## src/rtl/imem_fetch_sequencer.sv

```systemverilog
`default_nettype none
// ============================================================================
// Module   : imem_fetch_sequencer
// Brief    : Shares a byte-wide 1-cycle-latency instruction RAM between the
//            fetch stage (32-bit little-endian words via four byte reads) and
//            the boot loader (byte writes, strict priority while idle).
//            Optional macro IMEM_MISALIGN_CHECK_EN: unaligned fetches return
//            NOP_INSTR with fetch_error instead of touching the RAM.
// Revision : 1.0 - initial release
// ============================================================================
module imem_fetch_sequencer #(
  parameter int          ADDR_W    = 12,
  parameter logic [31:0] NOP_INSTR = 32'h0000_0013
) (
  input  logic              clk,
  input  logic              rst,
  input  logic              fetch_req,
  input  logic [31:0]       fetch_addr,
  output logic              fetch_ready,
  input  logic              fetch_flush,
  output logic              instr_valid,
  output logic [31:0]       instruction,
  output logic              fetch_error,
  input  logic              load_we,
  input  logic [ADDR_W-1:0] load_addr,
  input  logic [7:0]        load_data,
  output logic              load_ack,
  output logic              mem_ena,
  output logic              mem_wea,
  output logic [ADDR_W-1:0] mem_addr,
  output logic [7:0]        mem_dina,
  input  logic [7:0]        mem_douta
);

  typedef enum logic [1:0] {
    S_IDLE  = 2'd0,
    S_ISSUE = 2'd1,
    S_DRAIN = 2'd2,
    S_RESP  = 2'd3
  } state_t;

  state_t            state_q, state_d;
  logic [1:0]        cnt_q, cnt_d;
  logic [ADDR_W-1:0] base_q, base_d;
  logic [23:0]       buf_q, buf_d;
  logic [31:0]       instr_q, instr_d;

  // Address bits above the RAM size are don't-care by design.
  logic unused_addr_bits;
  assign unused_addr_bits = ^fetch_addr[31:ADDR_W];

`ifdef IMEM_MISALIGN_CHECK_EN
  logic err_q, err_d;
`endif

  always_comb begin
    state_d     = state_q;
    cnt_d       = cnt_q;
    base_d      = base_q;
    buf_d       = buf_q;
    instr_d     = instr_q;
`ifdef IMEM_MISALIGN_CHECK_EN
    err_d       = err_q;
`endif
    fetch_ready = 1'b0;
    load_ack    = 1'b0;
    mem_ena     = 1'b0;
    mem_wea     = 1'b0;
    mem_addr    = '0;
    mem_dina    = '0;
    instr_valid = 1'b0;
    fetch_error = 1'b0;

    case (state_q)
      S_IDLE: begin
        fetch_ready = ~load_we;
        if (load_we) begin
          mem_ena  = 1'b1;
          mem_wea  = 1'b1;
          mem_addr = load_addr;
          mem_dina = load_data;
          load_ack = 1'b1;
        end else if (fetch_req && !fetch_flush) begin
          base_d  = fetch_addr[ADDR_W-1:0];
          cnt_d   = 2'd0;
          buf_d   = '0;
          state_d = S_ISSUE;
`ifdef IMEM_MISALIGN_CHECK_EN
          err_d   = 1'b0;
          if (fetch_addr[1:0] != 2'b00) begin
            instr_d = NOP_INSTR;
            err_d   = 1'b1;
            state_d = S_RESP;
          end
`endif
        end
      end

      S_ISSUE: begin
        mem_ena  = 1'b1;
        mem_addr = base_q + ADDR_W'(cnt_q);
        // Read data lags the address by one cycle: capture the previous byte.
        case (cnt_q)
          2'd1:    buf_d[7:0]   = mem_douta;
          2'd2:    buf_d[15:8]  = mem_douta;
          2'd3:    buf_d[23:16] = mem_douta;
          default: ;
        endcase
        cnt_d = cnt_q + 2'd1;
        if (cnt_q == 2'd3) begin
          state_d = S_DRAIN;
        end
        if (fetch_flush) begin
          state_d = S_IDLE;
        end
      end

      S_DRAIN: begin
        if (fetch_flush) begin
          state_d = S_IDLE;
        end else begin
          instr_d = {mem_douta, buf_q};
          state_d = S_RESP;
        end
      end

      S_RESP: begin
        instr_valid = ~fetch_flush;
`ifdef IMEM_MISALIGN_CHECK_EN
        fetch_error = err_q & ~fetch_flush;
`endif
        state_d = S_IDLE;
      end

      default: state_d = S_IDLE;
    endcase
  end

  always_ff @(posedge clk) begin
    if (rst) begin
      state_q <= S_IDLE;
      cnt_q   <= 2'd0;
      base_q  <= '0;
      buf_q   <= '0;
      instr_q <= '0;
`ifdef IMEM_MISALIGN_CHECK_EN
      err_q   <= 1'b0;
`endif
    end else begin
      state_q <= state_d;
      cnt_q   <= cnt_d;
      base_q  <= base_d;
      buf_q   <= buf_d;
      instr_q <= instr_d;
`ifdef IMEM_MISALIGN_CHECK_EN
      err_q   <= err_d;
`endif
    end
  end

  assign instruction = instr_q;

endmodule
`default_nettype wire

```

## config.mk

```make
export PLATFORM = sky130hd
export DESIGN_NAME = imem_fetch_sequencer
export DESIGN_NICKNAME = d
export VERILOG_FILES = /design/src/rtl/imem_fetch_sequencer.sv
export SDC_FILE = /design/constraint.sdc
export NUM_CORES = 1
export LEC_CHECK = 0
export CORE_MARGIN = 5
export CORE_UTILIZATION = 47
export DETAILED_ROUTE_END_ITERATION = 12
export PLACE_DENSITY_LB_ADDON = 0.1
export SLEW_MARGIN = 20
export SYNTH_ARGS = -nofsm -noshare
export SYNTH_HDL_FRONTEND = slang
export SYNTH_SLANG_ARGS = --single-unit
```

## constraint.sdc

```tcl
create_clock -name clk -period 2.6 [get_ports clk]
set_input_delay 0.26 -clock clk [delete_from_list [all_inputs] [get_ports clk]]
set_output_delay 0.26 -clock clk [all_outputs]
set_load 0.005 [all_outputs]
```

==> flow_metrics.py <==
metrics = {
    "logic_synthesis": {
        "synth_warnings": 0,
        "ys_ff_latch": 72,
        "syn-num-nets": 449,
        "synth-seq-area-share_pct": 46.12,
        "synth_cell_types": 35,
        "synth_edf_count": 0,
        "syn-cell-area_mm2": 0.003125,
        "synthesis.instances": 378,
        "synth.avg_cell_area_um2": 8.269,
        "synth_ff_type": "dfxtp_1",
        "ys_async_sr_fraction_pct": 0,
    },
    "hold_path": {
        "min_to": "base_q[9]",
        "hold_path.class": "in2reg",
        "hold_depth": 2,
        "min_from": "rst",
    },
    "routing": {
        "via_count": 2845,
        "drc": 0,
        "viasPerCell": 5.099,
        "drt-total-wl_mm": 8.006,
        "wl_per_cell_um": 14.35,
        "firstDrtPassIters": 4,
        "drtAntennaViolNets": 0,
        "drt-initial-drc-count": 76,
    },
    "finish": {
        "final_area_mm2": 0.004452,
        "diodes": 0,
        "syn2layout_area_growth_pct": 42.43,
        "fin_nets": 547,
        "fin_util_pct": 69.32,
        "drive_gt1_share_pct": 7.484,
        "layoutNonFillerInstCount": 558,
    },
    "clocking": {
        "path_clk_slew_ps": 70,
        "htree_levels": 3,
        "cts_sinks": 72,
        "clkLatencyLatePin_ps": 340,
        "hold_buffers": 0,
        "cts-root-buf": "clkbuf_8",
        "cts_tree": "yes",
        "cts_inserted_buffers": 9,
        "cts.path.max_buffers": 2,
    },
    "critical_path": {
        "rrSetupSlack_ps": 700,
        "critPathLaunchType": "flip-flop",
        "end_kind": "output pin",
        "r2r_start": "state_q[0]",
        "crit_fanout": 5,
        "rr_worst_depth": 5,
        "worstPathRequired_ps": 2340,
        "worst_ep_arrival_time_ps": 2200,
        "r2r-end": "buf_q[5]",
        "worstSetupPathType": "reg2out",
    },
    "sta": {
        "maxSlewHeadroom_pct": 56.94,
        "final.setup_skew_ps": 11.99,
        "timing.final.crit_share_pct": 94.51,
        "finalSetupTns_ps": 0,
        "worst_pin_slew_ps": 645.8,
        "hold_viol": 0,
        "rsz0062_at_grt": "false",
        "min_period_ps": 2457,
        "finalSetupViolCount": 0,
        "slew_violations": 0,
        "fmaxAchievable_ghz": 0.4070,
    },
    "status": {
        "outcome": "complete, no violations",
    },
    "placement": {
        "dp_cells": 540,
        "placed_area_mm2": 0.004208,
        "dp_hpwl_mm": 5.853,
        "routabilityCongestion": 0.8492,
        "numPortBuffers": 101,
    },
    "global_routing": {
        "grt_antenna_before_repair": 0,
        "gr-usage-all-layers_pct": 19.43,
        "gr-total-overflow": 0,
        "grt_pass1_wl_mm": 13.44,
        "grt_pass1_vias": 2842,
        "grt_max_degree": 39,
    },
    "floorplanning": {
        "die_h_um": 91.55,
        "row_count": 29,
        "die_w_um": 91.55,
        "fp.dieArea_mm2": 0.008380,
        "start_util_pct": 48.67,
        "io_pins": 123,
        "coreArea_mm2": 0.006422,
    },
    "power_and_ir_drop": {
        "cellLeakagePower_nw": 1.728,
        "powerDensity_mw_per_mm2": 519.8,
        "ir_drop_mv": 0.4083,
    },
    "job": {
        "cap_violations": 0,
    },
}
==> layout by cell type, fill, tap and decap left out, types with 2 or more instances in the layout <==
cell type and count:
dlygate4sd2_1 4, bufinv_16 2, nor2_1 46, and3_1 10
ha_1 5, dlymetal6s2s_1 2, inv_1 4, dfxtp_1 71
a21o_1 2, inv_6 2, mux2i_1 28, buf_4 11
and2_1 10, and4_1 2, nand2b_1 3, a21oi_4 2
clkdlybuf4s50_1 94, o21ai_0 10, a22oi_1 8, nand2_1 85
a21oi_1 36, nand4_1 4, clkbuf_8 9, xor2_1 8
nand3_1 2
==> cell families (layout without fill, tap and decap cells) <==
logic type / count (synthesis) / count (layout) / synth area share [%]
and+or+nand+nor: 170 / 170 / 23.82
DFF: 72 / 72 / 46.12
AOI/OAI and AO/OA: 62 / 62 / 11.81
buffers and inverters: 30 / 133 / 4.003
muxes: 28 / 28 / 8.967
xor gates and xnor gates: 9 / 9 / 2.522
adders and majority gates: 6 / 6 / 2.642
other: 1 / 1 / 0.1200
==> power breakdown <==
group          internal (mW)  switching (mW)  leakage (nW)
Sequential              1.11         0.00972         0.581
Combinational          0.133          0.0924          1.04
Clock                  0.546           0.423         0.107
==> routing by layer <==
layer / wire (um) / GRT usage (%) / share of wire (%)
met5: 0 / 0 / 0
met4: 131 / 7.412 / 1.6
met3: 498 / 5.041 / 6.2
met2: 3716 / 32.20 / 46
met1: 3659 / 24.17 / 46
==> registers in the layout (all words and copies together) (netlist names) <==
register,cells
buf_q,24
instruction,32
state_q,2
cnt_q,2
base_q,12
==> cells in the mapped netlist, types with 3 or more instances <==
| master | number | area, um^2 |
|---|---|---|
| nand2_1 | 85 | 319.1 |
| dfxtp_1 | 72 | 1441 |
| nor2_1 | 47 | 176.4 |
| a21oi_1 | 36 | 180.2 |
| mux2i_1 | 28 | 280.3 |
| clkbuf_1 | 19 | 71.32 |
| and2_1 | 10 | 62.56 |
| and3_1 | 10 | 62.56 |
| o21ai_0 | 10 | 50.05 |
| a22oi_1 | 8 | 60.06 |
| xor2_1 | 8 | 70.07 |
| ha_1 | 5 | 62.56 |
| buf_2 | 4 | 20.02 |
| inv_1 | 4 | 15.01 |
| nand4_1 | 4 | 25.02 |
| nand2b_1 | 3 | 18.77 |
==> area by class of cell <==
type / count / area (um^2)
well taps: 77 / 96.34
inverters: 4 / 15.01
repair buffers: 113 / 1109
multi-input cells: 276 / 1572
fillers: 544 / 1971
clock buffers: 10 / 127.6
flip-flops and latches: 72 / 1443
clock inverters: 6 / 90.09
==> critical path, cell delays in order (launching register included) <==
cell and delay [ps]:
dfxtp_2 350, ha_1 280, a21o_1 150, buf_4 130, nand4_1 110, xor2_1 180
o21ai_0 140, clkdlybuf4s50_1 520
==> through the flow <==
stage	hold slack, ps	total power, mW	setup slack (ps)
finish	428.7	2.314	142.8
global route	471.3	2.396	9.027
CTS	424.3	2.336	24.24
detailed placement	447.5	1.375	109.6
global placement	439.0	1.372	140.1
floorplan	338.5	1.233	682.4
==> worst max path at each step <==
stage,from,depth (start not counted),slack [ps],endpoint
global route,base_q[0],8,9,mem_addr[8]
detailed placement,base_q[0],8,110,mem_addr[8]
global placement,base_q[0],8,140,mem_addr[10]
floorplan,cnt_q[0],7,680,mem_addr[8]
finish,cnt_q[1],7,140,mem_addr[11]
CTS,cnt_q[0],8,20,mem_addr[2]
==> timing repair <==
item / in CTS / in global routing
endpoints found under the setup margin: 5 / 4
buffers inserted: 2 / 0
pin swaps: 2 / 0
hold endpoints to repair: 0 / 0
resized for setup: 7 / 3
Note: power is estimated with default switching activity, not from simulation.
